--- src/rtl/hdmi_pattern_gen.sv ---
// hdmi_pattern_gen: test-pattern source feeding Hdmi's 24-bit rgb input.
// It consumes the Hdmi raster position and offers four patterns: border,
// colour bars, checkerboard and bouncing box. The pattern is latched only at
// frame start, so switching never tears a frame. A frame counter is included.
// Optional build macro: HDMI_PATTERN_GRAY_EN adds a gray_en input and one
// extra output register stage that can replace the colour with luma.
module hdmi_pattern_gen #(
  parameter int BIT_WIDTH    = 10,
  parameter int BIT_HEIGHT   = 10,
  parameter int BOX_SIZE     = 32,
  parameter int CHECKER_LOG2 = 5
) (
  input  logic                  clk_pixel,
  input  logic                  reset_n,
  input  logic [1:0]            pattern_sel,
`ifdef HDMI_PATTERN_GRAY_EN
  input  logic                  gray_en,
`endif
  input  logic [BIT_WIDTH-1:0]  cx,
  input  logic [BIT_HEIGHT-1:0] cy,
  input  logic [BIT_WIDTH-1:0]  screen_start_x,
  input  logic [BIT_HEIGHT-1:0] screen_start_y,
  input  logic [BIT_WIDTH-1:0]  frame_width,
  input  logic [BIT_HEIGHT-1:0] frame_height,
  input  logic [BIT_WIDTH-1:0]  screen_width,
  input  logic [BIT_HEIGHT-1:0] screen_height,
  output logic [23:0]           rgb,
  output logic [7:0]            frame_count
);

  localparam logic [BIT_WIDTH-1:0]  ONE_W = BIT_WIDTH'(1);
  localparam logic [BIT_HEIGHT-1:0] ONE_H = BIT_HEIGHT'(1);
  localparam logic [BIT_WIDTH-1:0]  BOX_W = BIT_WIDTH'(BOX_SIZE);
  localparam logic [BIT_HEIGHT-1:0] BOX_H = BIT_HEIGHT'(BOX_SIZE);

  typedef enum logic [1:0] {
    MODE_BORDER  = 2'd0,
    MODE_BARS    = 2'd1,
    MODE_CHECKER = 2'd2,
    MODE_BOX     = 2'd3
  } mode_t;

  // Registered state
  mode_t                 mode_reg;
  logic [BIT_WIDTH-1:0]  bar_width_reg;
  logic [BIT_WIDTH-1:0]  bar_cnt_reg,  bar_cnt_next;
  logic [2:0]            bar_idx_reg,  bar_idx_next;
  logic [BIT_WIDTH-1:0]  box_x_reg,    box_x_next;
  logic [BIT_HEIGHT-1:0] box_y_reg,    box_y_next;
  logic                  dir_x_reg,    dir_x_next;   // 1 = moving towards max
  logic                  dir_y_reg,    dir_y_next;
  logic [23:0]           pix_next;

  // Raster decode
  logic                  frame_start;
  logic                  active;
  logic [BIT_WIDTH-1:0]  x;
  logic [BIT_HEIGHT-1:0] y;
  logic [BIT_WIDTH-1:0]  max_x;
  logic [BIT_HEIGHT-1:0] max_y;
  logic [BIT_WIDTH:0]    box_x_end;
  logic [BIT_HEIGHT:0]   box_y_end;
  logic                  in_box;

  assign frame_start = (cx == '0) && (cy == '0);
  assign active      = (cx >= screen_start_x) && (cy >= screen_start_y);
  // Offsets are only consumed while active, so they never wrap in use.
  assign x           = cx - screen_start_x;
  assign y           = cy - screen_start_y;
  assign max_x       = screen_width  - BOX_W;
  assign max_y       = screen_height - BOX_H;
  // One extra bit so a box near the right/bottom edge cannot overflow.
  assign box_x_end   = {1'b0, box_x_reg} + {1'b0, BOX_W};
  assign box_y_end   = {1'b0, box_y_reg} + {1'b0, BOX_H};
  assign in_box      = (x >= box_x_reg) && ({1'b0, x} < box_x_end) &&
                       (y >= box_y_reg) && ({1'b0, y} < box_y_end);

  // Bar palette: each channel is one inverted bit of the bar index.
  logic [23:0] bar_palette [8];
  generate
    for (genvar gi = 0; gi < 8; gi++) begin : g_palette
      localparam logic [2:0] IDX = 3'(gi);
      assign bar_palette[gi] = {{8{~IDX[1]}}, {8{~IDX[2]}}, {8{~IDX[0]}}};
    end
  endgenerate

  // Box bounce: one step per axis on every frame start, in all modes.
  always_comb begin
    box_x_next = box_x_reg;
    box_y_next = box_y_reg;
    dir_x_next = dir_x_reg;
    dir_y_next = dir_y_reg;
    if (frame_start) begin
      if (dir_x_reg) begin
        if (box_x_reg == max_x) begin
          box_x_next = max_x - ONE_W;
          dir_x_next = 1'b0;
        end else begin
          box_x_next = box_x_reg + ONE_W;
        end
      end else begin
        if (box_x_reg == '0) begin
          box_x_next = ONE_W;
          dir_x_next = 1'b1;
        end else begin
          box_x_next = box_x_reg - ONE_W;
        end
      end
      if (dir_y_reg) begin
        if (box_y_reg == max_y) begin
          box_y_next = max_y - ONE_H;
          dir_y_next = 1'b0;
        end else begin
          box_y_next = box_y_reg + ONE_H;
        end
      end else begin
        if (box_y_reg == '0) begin
          box_y_next = ONE_H;
          dir_y_next = 1'b1;
        end else begin
          box_y_next = box_y_reg - ONE_H;
        end
      end
    end
  end

  // Bar tracking without a divider; the pixel uses the updated index so the
  // colour changes exactly on the first pixel of each new bar.
  always_comb begin
    bar_cnt_next = bar_cnt_reg;
    bar_idx_next = bar_idx_reg;
    if (cx == screen_start_x) begin
      bar_cnt_next = '0;
      bar_idx_next = '0;
    end else if (active) begin
      if (bar_cnt_reg == bar_width_reg - ONE_W) begin
        bar_cnt_next = '0;
        if (bar_idx_reg != 3'd7) begin
          bar_idx_next = bar_idx_reg + 3'd1;
        end
      end else begin
        bar_cnt_next = bar_cnt_reg + ONE_W;
      end
    end
  end

  // Pixel colour for the current raster position in the latched mode.
  always_comb begin
    pix_next = 24'h000000;
    case (mode_reg)
      MODE_BORDER: begin
        pix_next[23:16] = (cx == screen_start_x) ? 8'hFF : 8'h00;
        pix_next[15:8]  = (cy == screen_start_y) ? 8'hFF : 8'h00;
        pix_next[7:0]   = ((cx == frame_width - ONE_W) ||
                           (cy == frame_height - ONE_H)) ? 8'hFF : 8'h00;
      end
      MODE_BARS: begin
        if (active) pix_next = bar_palette[bar_idx_next];
      end
      MODE_CHECKER: begin
        if (active) pix_next = (x[CHECKER_LOG2] ^ y[CHECKER_LOG2]) ? 24'hFFFFFF : 24'h000000;
      end
      MODE_BOX: begin
        if (active) pix_next = in_box ? 24'hFFFFFF : 24'h000040;
      end
      default: pix_next = 24'h000000;
    endcase
  end

  // Pattern state: mode, frame counter, bar geometry and box position.
  always_ff @(posedge clk_pixel or negedge reset_n) begin
    if (!reset_n) begin
      mode_reg      <= MODE_BORDER;
      frame_count   <= 8'd0;
      bar_width_reg <= '0;
      bar_cnt_reg   <= '0;
      bar_idx_reg   <= '0;
      box_x_reg     <= '0;
      box_y_reg     <= '0;
      dir_x_reg     <= 1'b1;
      dir_y_reg     <= 1'b1;
    end else begin
      if (frame_start) begin
        mode_reg      <= mode_t'(pattern_sel);
        frame_count   <= frame_count + 8'd1;
        bar_width_reg <= screen_width >> 3;
      end
      bar_cnt_reg <= bar_cnt_next;
      bar_idx_reg <= bar_idx_next;
      box_x_reg   <= box_x_next;
      box_y_reg   <= box_y_next;
      dir_x_reg   <= dir_x_next;
      dir_y_reg   <= dir_y_next;
    end
  end

`ifdef HDMI_PATTERN_GRAY_EN
  logic [23:0] rgb_stage_reg;
  logic [9:0]  luma_sum;
  logic [7:0]  luma;

  assign luma_sum = {2'b00, rgb_stage_reg[23:16]} +
                    {1'b0, rgb_stage_reg[15:8], 1'b0} +
                    {2'b00, rgb_stage_reg[7:0]};
  assign luma     = luma_sum[9:2];

  // Two-stage output: colour stage, then optional luma replacement.
  always_ff @(posedge clk_pixel or negedge reset_n) begin
    if (!reset_n) begin
      rgb_stage_reg <= 24'h000000;
      rgb           <= 24'h000000;
    end else begin
      rgb_stage_reg <= pix_next;
      rgb           <= gray_en ? {luma, luma, luma} : rgb_stage_reg;
    end
  end
`else
  // Single output register.
  always_ff @(posedge clk_pixel or negedge reset_n) begin
    if (!reset_n) begin
      rgb <= 24'h000000;
    end else begin
      rgb <= pix_next;
    end
  end
`endif

endmodule

--- config.mk ---
export PLATFORM = sky130hd
export DESIGN_NAME = hdmi_pattern_gen
export DESIGN_NICKNAME = d
export VERILOG_FILES = /design/src/rtl/hdmi_pattern_gen.sv
export SDC_FILE = /design/constraint.sdc
export NUM_CORES = 1
export LEC_CHECK = 0
export ABC_AREA = 1
export CORE_MARGIN = 2
export CORE_UTILIZATION = 40
export DETAILED_ROUTE_END_ITERATION = 10
export GPL_ROUTABILITY_DRIVEN = 1
export PLACE_DENSITY = 0.65
export SETUP_SLACK_MARGIN = 0.3
export SYNTH_ARGS = -nofsm -noshare
export SYNTH_HDL_FRONTEND = slang
export SYNTH_SLANG_ARGS = --single-unit
--- constraint.sdc ---
create_clock -name clk_pixel -period 2.2 [get_ports clk_pixel]
set_input_delay 0.44 -clock clk_pixel [delete_from_list [all_inputs] [get_ports clk_pixel]]
set_output_delay 0.44 -clock clk_pixel [all_outputs]
set_load 0.05 [all_outputs]
Word-level counts from Yosys, hierarchy flattened. Memories as Yosys holds them, arrays and structs flattened. Cells that the tools add are included.

Reduce and logical (&&, ||, !) cells: 12. Muxes and demuxes: 30. Equal/unequal tests: 11. Add/subtract/negate cells: 18. Bitwise operators: 2. Order comparisons: 7.

Operators by type and width (number): 24-bit two-way mux (7); 24-bit one-hot mux with 4 select lines (1); 10-bit two-way mux (9); 10-bit equality test (7); 10-bit by 1-bit subtractor with 10-bit output, second input constant (6); 10-bit greater-or-equal comparator (4); 10-bit logical NOT (4); 10-bit by 1-bit adder with 10-bit output, second input constant (3); 8-bit two-way mux (3); 10-bit by 6-bit adder with 11-bit output, second input constant (2); 10-bit by 11-bit less-than comparator with 1-bit output (2); 10-bit subtractor (2); 10-bit by 6-bit subtractor with 10-bit output, second input constant (2); 3-bit two-way mux (4); 8-bit by 1-bit adder with 8-bit output, second input constant (1); 7-bit by 1-bit subtractor with 8-bit output, second input constant (1); 1-bit two-way mux (6); 1-bit logical AND (5); 2-bit equality test, second input constant (2); 4-bit greater-or-equal comparator, second input constant (1); 3-bit inverter with 4-bit output (1); 3-bit by 1-bit adder with 3-bit output, second input constant (1); 3-bit inequality test, second input constant (1); 2-bit by 1-bit equality test with 1-bit output, second input constant (1); other kinds (4) (4).

Bits in registers: 76. Input bits: 84. Output and inout bits: 32. ROM bits: 192. Memories: 1. Logic and storage cells: 91.

Memory list: (name not given) (depth 8, bits a word 24, rd ports 1, clocked after Yosys merged registers in 0, wr ports 0, RTL line 158) `if (active) pix_next = bar_palette[bar_idx_next];`.

Logic depth before layout (Yosys ltp).
Word-level depth: 11. Depth in mapped cells: 20. Mapped depth without buffers: 20.

Least setup slack after synthesis. OpenSTA, ideal clock, no wires.

Kind: input -> register. From: input screen_start_y[2]. To: register rgb[22]. Path buffers: 0. Required time: 2.068 ns. Stages on the path: 19. Arrival time: 2.737 ns. Library setup time: 0.132 ns. Slack: -0.669 ns. Cells stage by stage: inv_1 -> ha_1 -> nand2_1 -> nand2_1 -> a31o_2 -> nand3_1 -> nand3_1 -> nand2_1 -> nand2_1 -> a21oi_1 -> xnor2_1 -> ha_1 -> a21oi_1 -> o21a_1 -> nand3_1 -> a21oi_1 -> nor2_1 -> a21oi_1 -> nand3_1.

Longest elaborated chain between the ends: 10. Elaborated cells on any way between the ends: 20. Classes of those cells: add/sub (1); order compare (3); mux (10); bitwise (2); reduce/logical (3); memory (1).

RTL lines: from (decl) (RTL line 22) `input logic [BIT_HEIGHT-1:0] screen_start_y,`; 10-bit greater-or-equal comparator (RTL line 66) `assign active = (cx >= screen_start_x) && (cy >= screen_start_y);`; 1-bit logical AND (RTL line 66); 3-bit two-way mux (RTL line 135) `end else if (active) begin`; 3-bit two-way mux (RTL line 132) `if (cx == screen_start_x) begin`; 3-bit inverter with 4-bit output (implied by the code) (RTL line 158); memory 8 x 24 bit; 24-bit two-way mux (implied by the code) (2 in series) (RTL line 158); 24-bit two-way mux (RTL line 158); 24-bit one-hot mux with 4 select lines * (RTL line 150) `case (mode_reg)`; to (signal assigned) (RTL line 223) `rgb <= pix_next;`; to (decl) (RTL line 27) `output logic [23:0] rgb,`.

Mark *: on every way between the ends. The rest lies on a longest branch, timed or not. The select of a mux whose other input is x is not followed. A chain may end at the register's enable or synchronous reset.

Worst setup path after layout.
From: input cx[7]. To: register rgb[7].

Longest elaborated chain between the ends: 10. Elaborated cells on any way between the ends: 23. Classes of those cells: add/sub (1); order compare (3); eq/ne (2); mux (10); bitwise (1); reduce/logical (5); memory (1).

RTL lines: from (decl) (RTL line 19) `input logic [BIT_WIDTH-1:0] cx,`; 10-bit greater-or-equal comparator (RTL line 66); 1-bit logical AND (RTL line 66); 3-bit two-way mux (RTL line 135); 3-bit two-way mux (RTL line 132); 3-bit inverter with 4-bit output (implied by the code) (RTL line 158); memory 8 x 24 bit; 24-bit two-way mux (implied by the code) (2 in series) (RTL line 158); 24-bit two-way mux (RTL line 158); 24-bit one-hot mux with 4 select lines * (RTL line 150).

Marked as above.

==> impl_metrics.py <==
metrics = {
    "yosys": {
        "synthesis.area_per_instance_um2": 6.56,
        "postSynthCellCount": 1125,
        "synth_ff_type": "sky130_fd_sc_hd__dfrtp_1",
        "yosysSeqAreaShare": 0.190,
        "synth_async_sr_flop_share": 1.00,
        "ys_ff_latch": 56,
        "synth_top_cell_area_share": 0.183,
        "synth_cell_type_count": 48,
        "synth_edf_count": 0,
        "synth.net_count": 1281,
        "synthTopCellsByArea": "sky130_fd_sc_hd__dfrtp_1, sky130_fd_sc_hd__nand2_1, sky130_fd_sc_hd__ha_1",
        "yosys.area_share.adder": 0.124,
        "post_synth_mux_area_share": 0,
        "synth_xor_xnor_area_share": 0.144,
        "yosysWarnings": 0,
        "share_of_the_synthesized_area_in_compound_gates_ao_oa_aoi_oai": 0.0931,
        "mappedNetlistArea_um2": 7380,
        "synth_simple_gate_area_frac": 0.325,
        "synth_top_cell_by_area": "sky130_fd_sc_hd__dfrtp_1",
        "synth_top_family_by_area": "simple AND/OR/NAND/NOR gates",
    },
    "run_status": {
        "violations": "setup timing",
        "status": "finished with violations",
    },
    "timing": {
        "final-max-slew-violation-count": 0,
        "worstMarginPinSlew_ns": 0.497,
        "final_critical_path_setup_slack_ns": -0.552,
        "maxClockFrequency_mhz": 363,
        "timing.final.crit_period_ns": 2.75,
        "fin_hold_viols": 0,
        "setup_viol_count_final": 14,
        "hold-worst-slack_ns": 0.0917,
        "fin_worst_skew_ns": 0.00781,
        "unrepaired_setup_endpoints_after_global_routing": "true",
        "slew_headroom": 0.669,
        "final_min_period_over_clock_period": 1.25,
    },
    "global_routing": {
        "grt_pass1_wl_um": 37600,
        "via_count_of_the_first_global_routing_pass": 7941,
        "groute.usage.overall": 0.229,
        "grt_start_max_net_pins": 38,
        "antenna_found_initial": 1,
        "globalRouteOverflowTotal": 0,
    },
    "pwr": {
        "power-per-cell-area_nw_per_um2": 351,
        "power.combinational.fraction": 0.510,
        "share_clk_of_total_power": 0.207,
        "seq_power_share": 0.283,
        "power.switching_mw": 1.51,
        "irDropWorstVdd_mv": 0.291,
        "design_power_total_mw": 4.07,
        "power.static_leakage_nw": 5.90,
        "netSwitchingFraction": 0.371,
        "cellInternalPower_mw": 2.56,
    },
    "floorplan": {
        "initial_util": 0.409,
        "count_of_standard_cell_rows": 49,
        "die_height_um": 140,
        "design.portCount": 116,
        "die-area_um2": 19500,
        "placeableCoreArea_um2": 18000,
        "die_x_um": 140,
    },
    "cts": {
        "numCtsBuffers": 5,
        "clkSlewWorstSetupHoldPaths_ns": 0.08,
        "clk-insertion-delay-late_ns": 0.30,
        "clk_root_buffer_cell": "sky130_fd_sc_hd__clkbuf_16",
        "cts_max_path_buffers": 2,
        "tritoncts": "built",
        "num_clock_sinks": 56,
        "cts_max_level": 2,
    },
    "place": {
        "detailed_place_hpwl_um": 17100,
        "post-place-cells": 1593,
        "dpl_cell_area_um2": 9910,
        "worst_setup_slack_after_placement_ns": -1.46,
        "port-buffer-count": 115,
        "routability_congestion_estimate": 0.939,
    },
    "cells_and_area": {
        "drive_gt1_frac": 0.354,
        "synthToLayoutAreaGrowth_pct": 57.2,
        "instances_no_fill": 1654,
        "fillCellCount": 1558,
        "layout.nets": 1580,
        "antenna_diode_count": 0,
        "finish.instance_area_um2": 11600,
    },
    "routing": {
        "drtIter0Drc": 551,
        "wirelength_um": 23400,
        "final_antenna_net_count": 0,
        "post_drt_wl_per_cell_um": 14.1,
        "post-route-drc-count": 0,
        "detail_route.first_pass.iterations": 5,
        "routed_via_density": 5.00,
        "detailroute.via_count": 8264,
    },
    "worst_setup_path": {
        "cp_data_required_time_ns": 2.38,
        "critical_path_class": "in2reg",
        "startpoint_type": "input port",
        "worstSetupEndpointType": "register",
        "worst-path-max-fanout": 3,
        "critPathArrivalTime_ns": 2.93,
    },
    "job": {
        "max-cap-violations": 0,
    },
    "worst_hold_path": {
        "worst_hold_path_type": "in2async",
    },
}
[what timing repair did]
item | in CTS | in global routing
setup endpoints to repair | 87 | 45
hold buffers | 0 | 0
gates resized for setup | 327 | 130
buffers inserted | 33 | 17
pin swaps | 113 | 77
gates cloned | 2 | 1
[worst paths after layout]
kind	cells after the start	end	startpoint	slack (ns)
setup / recovery	15	rgb[7]$_DFF_PN0_	cx[7]	-0.55
hold / removal	1	rgb[6]$_DFF_PN0_	reset_n	0.09
setup reg to reg	12	rgb[7]$_DFF_PN0_	box_x_reg[5]$_DFFE_PN0P_	0
hold reg to reg	1	frame_count[7]$_DFFE_PN0P_	frame_count[7]$_DFFE_PN0P_	0.46
max in group asynchronous	2	dir_y_reg$_DFFE_PN1P_	reset_n	1.46
min in group clk_pixel	3	bar_width_reg[6]$_DFFE_PN0P_	screen_width[9]	0.45
[Yosys cell counts, types with 4 or more instances]
master                     count
sky130_fd_sc_hd__a21o_1        4
sky130_fd_sc_hd__a21oi_1      59
sky130_fd_sc_hd__a31oi_1       4
sky130_fd_sc_hd__buf_2         6
sky130_fd_sc_hd__buf_4        22
sky130_fd_sc_hd__clkbuf_1      8
sky130_fd_sc_hd__dfrtp_1      54
sky130_fd_sc_hd__ha_1         70
sky130_fd_sc_hd__inv_1       158
sky130_fd_sc_hd__inv_2        12
sky130_fd_sc_hd__nand2_1     254
sky130_fd_sc_hd__nand2_2       4
sky130_fd_sc_hd__nand3_1      84
sky130_fd_sc_hd__nand3b_1     11
sky130_fd_sc_hd__nand4_1      29
sky130_fd_sc_hd__nor2_1      120
sky130_fd_sc_hd__nor3_1       15
sky130_fd_sc_hd__nor4_1        7
sky130_fd_sc_hd__o21ai_0      42
sky130_fd_sc_hd__o21ai_1       4
sky130_fd_sc_hd__xnor2_1      33
sky130_fd_sc_hd__xor2_1       79
[worst max-delay path, stage by stage]
cell                            delay (ns)
sky130_fd_sc_hd__dlygate4sd2_1        0.27
sky130_fd_sc_hd__ha_4                 0.28
sky130_fd_sc_hd__nand2_2              0.08
sky130_fd_sc_hd__nor3_4               0.20
sky130_fd_sc_hd__nand3_1              0.13
sky130_fd_sc_hd__o2111ai_2            0.11
sky130_fd_sc_hd__xor2_2               0.24
sky130_fd_sc_hd__ha_4                 0.24
sky130_fd_sc_hd__a21oi_1              0.14
sky130_fd_sc_hd__o21a_1               0.16
sky130_fd_sc_hd__nand4_1              0.12
sky130_fd_sc_hd__nand3_1              0.12
sky130_fd_sc_hd__nor2_1               0.06
sky130_fd_sc_hd__a21oi_2              0.23
sky130_fd_sc_hd__nand3_1              0.11
[logic make-up after synthesis]
| family | Yosys count |
|---|---|
| flip-flops | 56 |
| AO/OA/AOI/OAI | 126 |
| buffers and inverters | 212 |
| XOR/XNOR | 116 |
| adder cells (fa/ha/maj) | 72 |
| AND/OR/NAND/NOR | 543 |
[power groups by stage]
stage          Combinational (mW)  Clock [mW]  Sequential (mW)
2_1_floorplan               0.944           0             1.16
3_3_place_gp                 1.62           0             1.17
3_5_place_dp                 1.65           0             1.17
4_1_cts                      1.90       0.861             1.15
5_1_grt                      2.30       0.912             1.16
6_report                     2.08       0.843             1.15
[cells in the final DEF (no fill, tap or decap), types with 7 or more instances in the layout]
cell type                         count
sky130_fd_sc_hd__clkbuf_2             9
sky130_fd_sc_hd__nand3b_1            11
sky130_fd_sc_hd__nand4_1             29
sky130_fd_sc_hd__xor2_2               9
sky130_fd_sc_hd__inv_2               41
sky130_fd_sc_hd__inv_4                8
sky130_fd_sc_hd__o21ai_2              7
sky130_fd_sc_hd__ha_4                32
sky130_fd_sc_hd__nand3_1             63
sky130_fd_sc_hd__buf_4              192
sky130_fd_sc_hd__ha_1                38
sky130_fd_sc_hd__nor2_2              14
sky130_fd_sc_hd__nor3_1               8
sky130_fd_sc_hd__nor2_1             100
sky130_fd_sc_hd__dlygate4sd2_1       42
sky130_fd_sc_hd__nand2_4              8
sky130_fd_sc_hd__buf_6               23
sky130_fd_sc_hd__nand2_2             34
sky130_fd_sc_hd__o21ai_0             29
sky130_fd_sc_hd__nand3_2             20
sky130_fd_sc_hd__dlymetal6s2s_1      14
sky130_fd_sc_hd__buf_2               11
sky130_fd_sc_hd__xor2_1              71
sky130_fd_sc_hd__xnor2_1             30
sky130_fd_sc_hd__inv_1              120
sky130_fd_sc_hd__nor2_4              11
sky130_fd_sc_hd__a21oi_2             23
sky130_fd_sc_hd__nand2_1            218
sky130_fd_sc_hd__a21oi_1             36
sky130_fd_sc_hd__o21ai_1             10
sky130_fd_sc_hd__clkdlybuf4s50_1     25
sky130_fd_sc_hd__dfrtp_1             53
[through the flow]
step | setup TNS, ns | utilization
final | -2.71 | 0.643
after floorplan | -1.70 | -
after global routing | -3.71 | 0.643
after detailed placement | -26.44 | 0.550
after CTS | -1.48 | 0.608
after global placement | -26.70 | 0.550
[routing by layer]
layer,vias to the layer above,share of wire,GRT usage,wire (µm)
li1,4185,-,-,-
met1,3819,0.45,0.310,10400
met2,217,0.49,0.392,11400
met3,41,0.047,0.0334,1110
met4,2,0.018,0.0426,422
met5,-,0.00056,0,13
[final cells by class]
cell class,instances,area [µm²],area share
clock inverters,2,10.0,0.000863
multi-input cells,858,6240,0.539
inverters,171,679,0.0586
clock buffers,6,139,0.0120
well taps,229,287,0.0247
flip-flops and latches,56,1410,0.121
repair buffers,332,2830,0.244
Note: power is estimated with default switching activity, not from simulation.
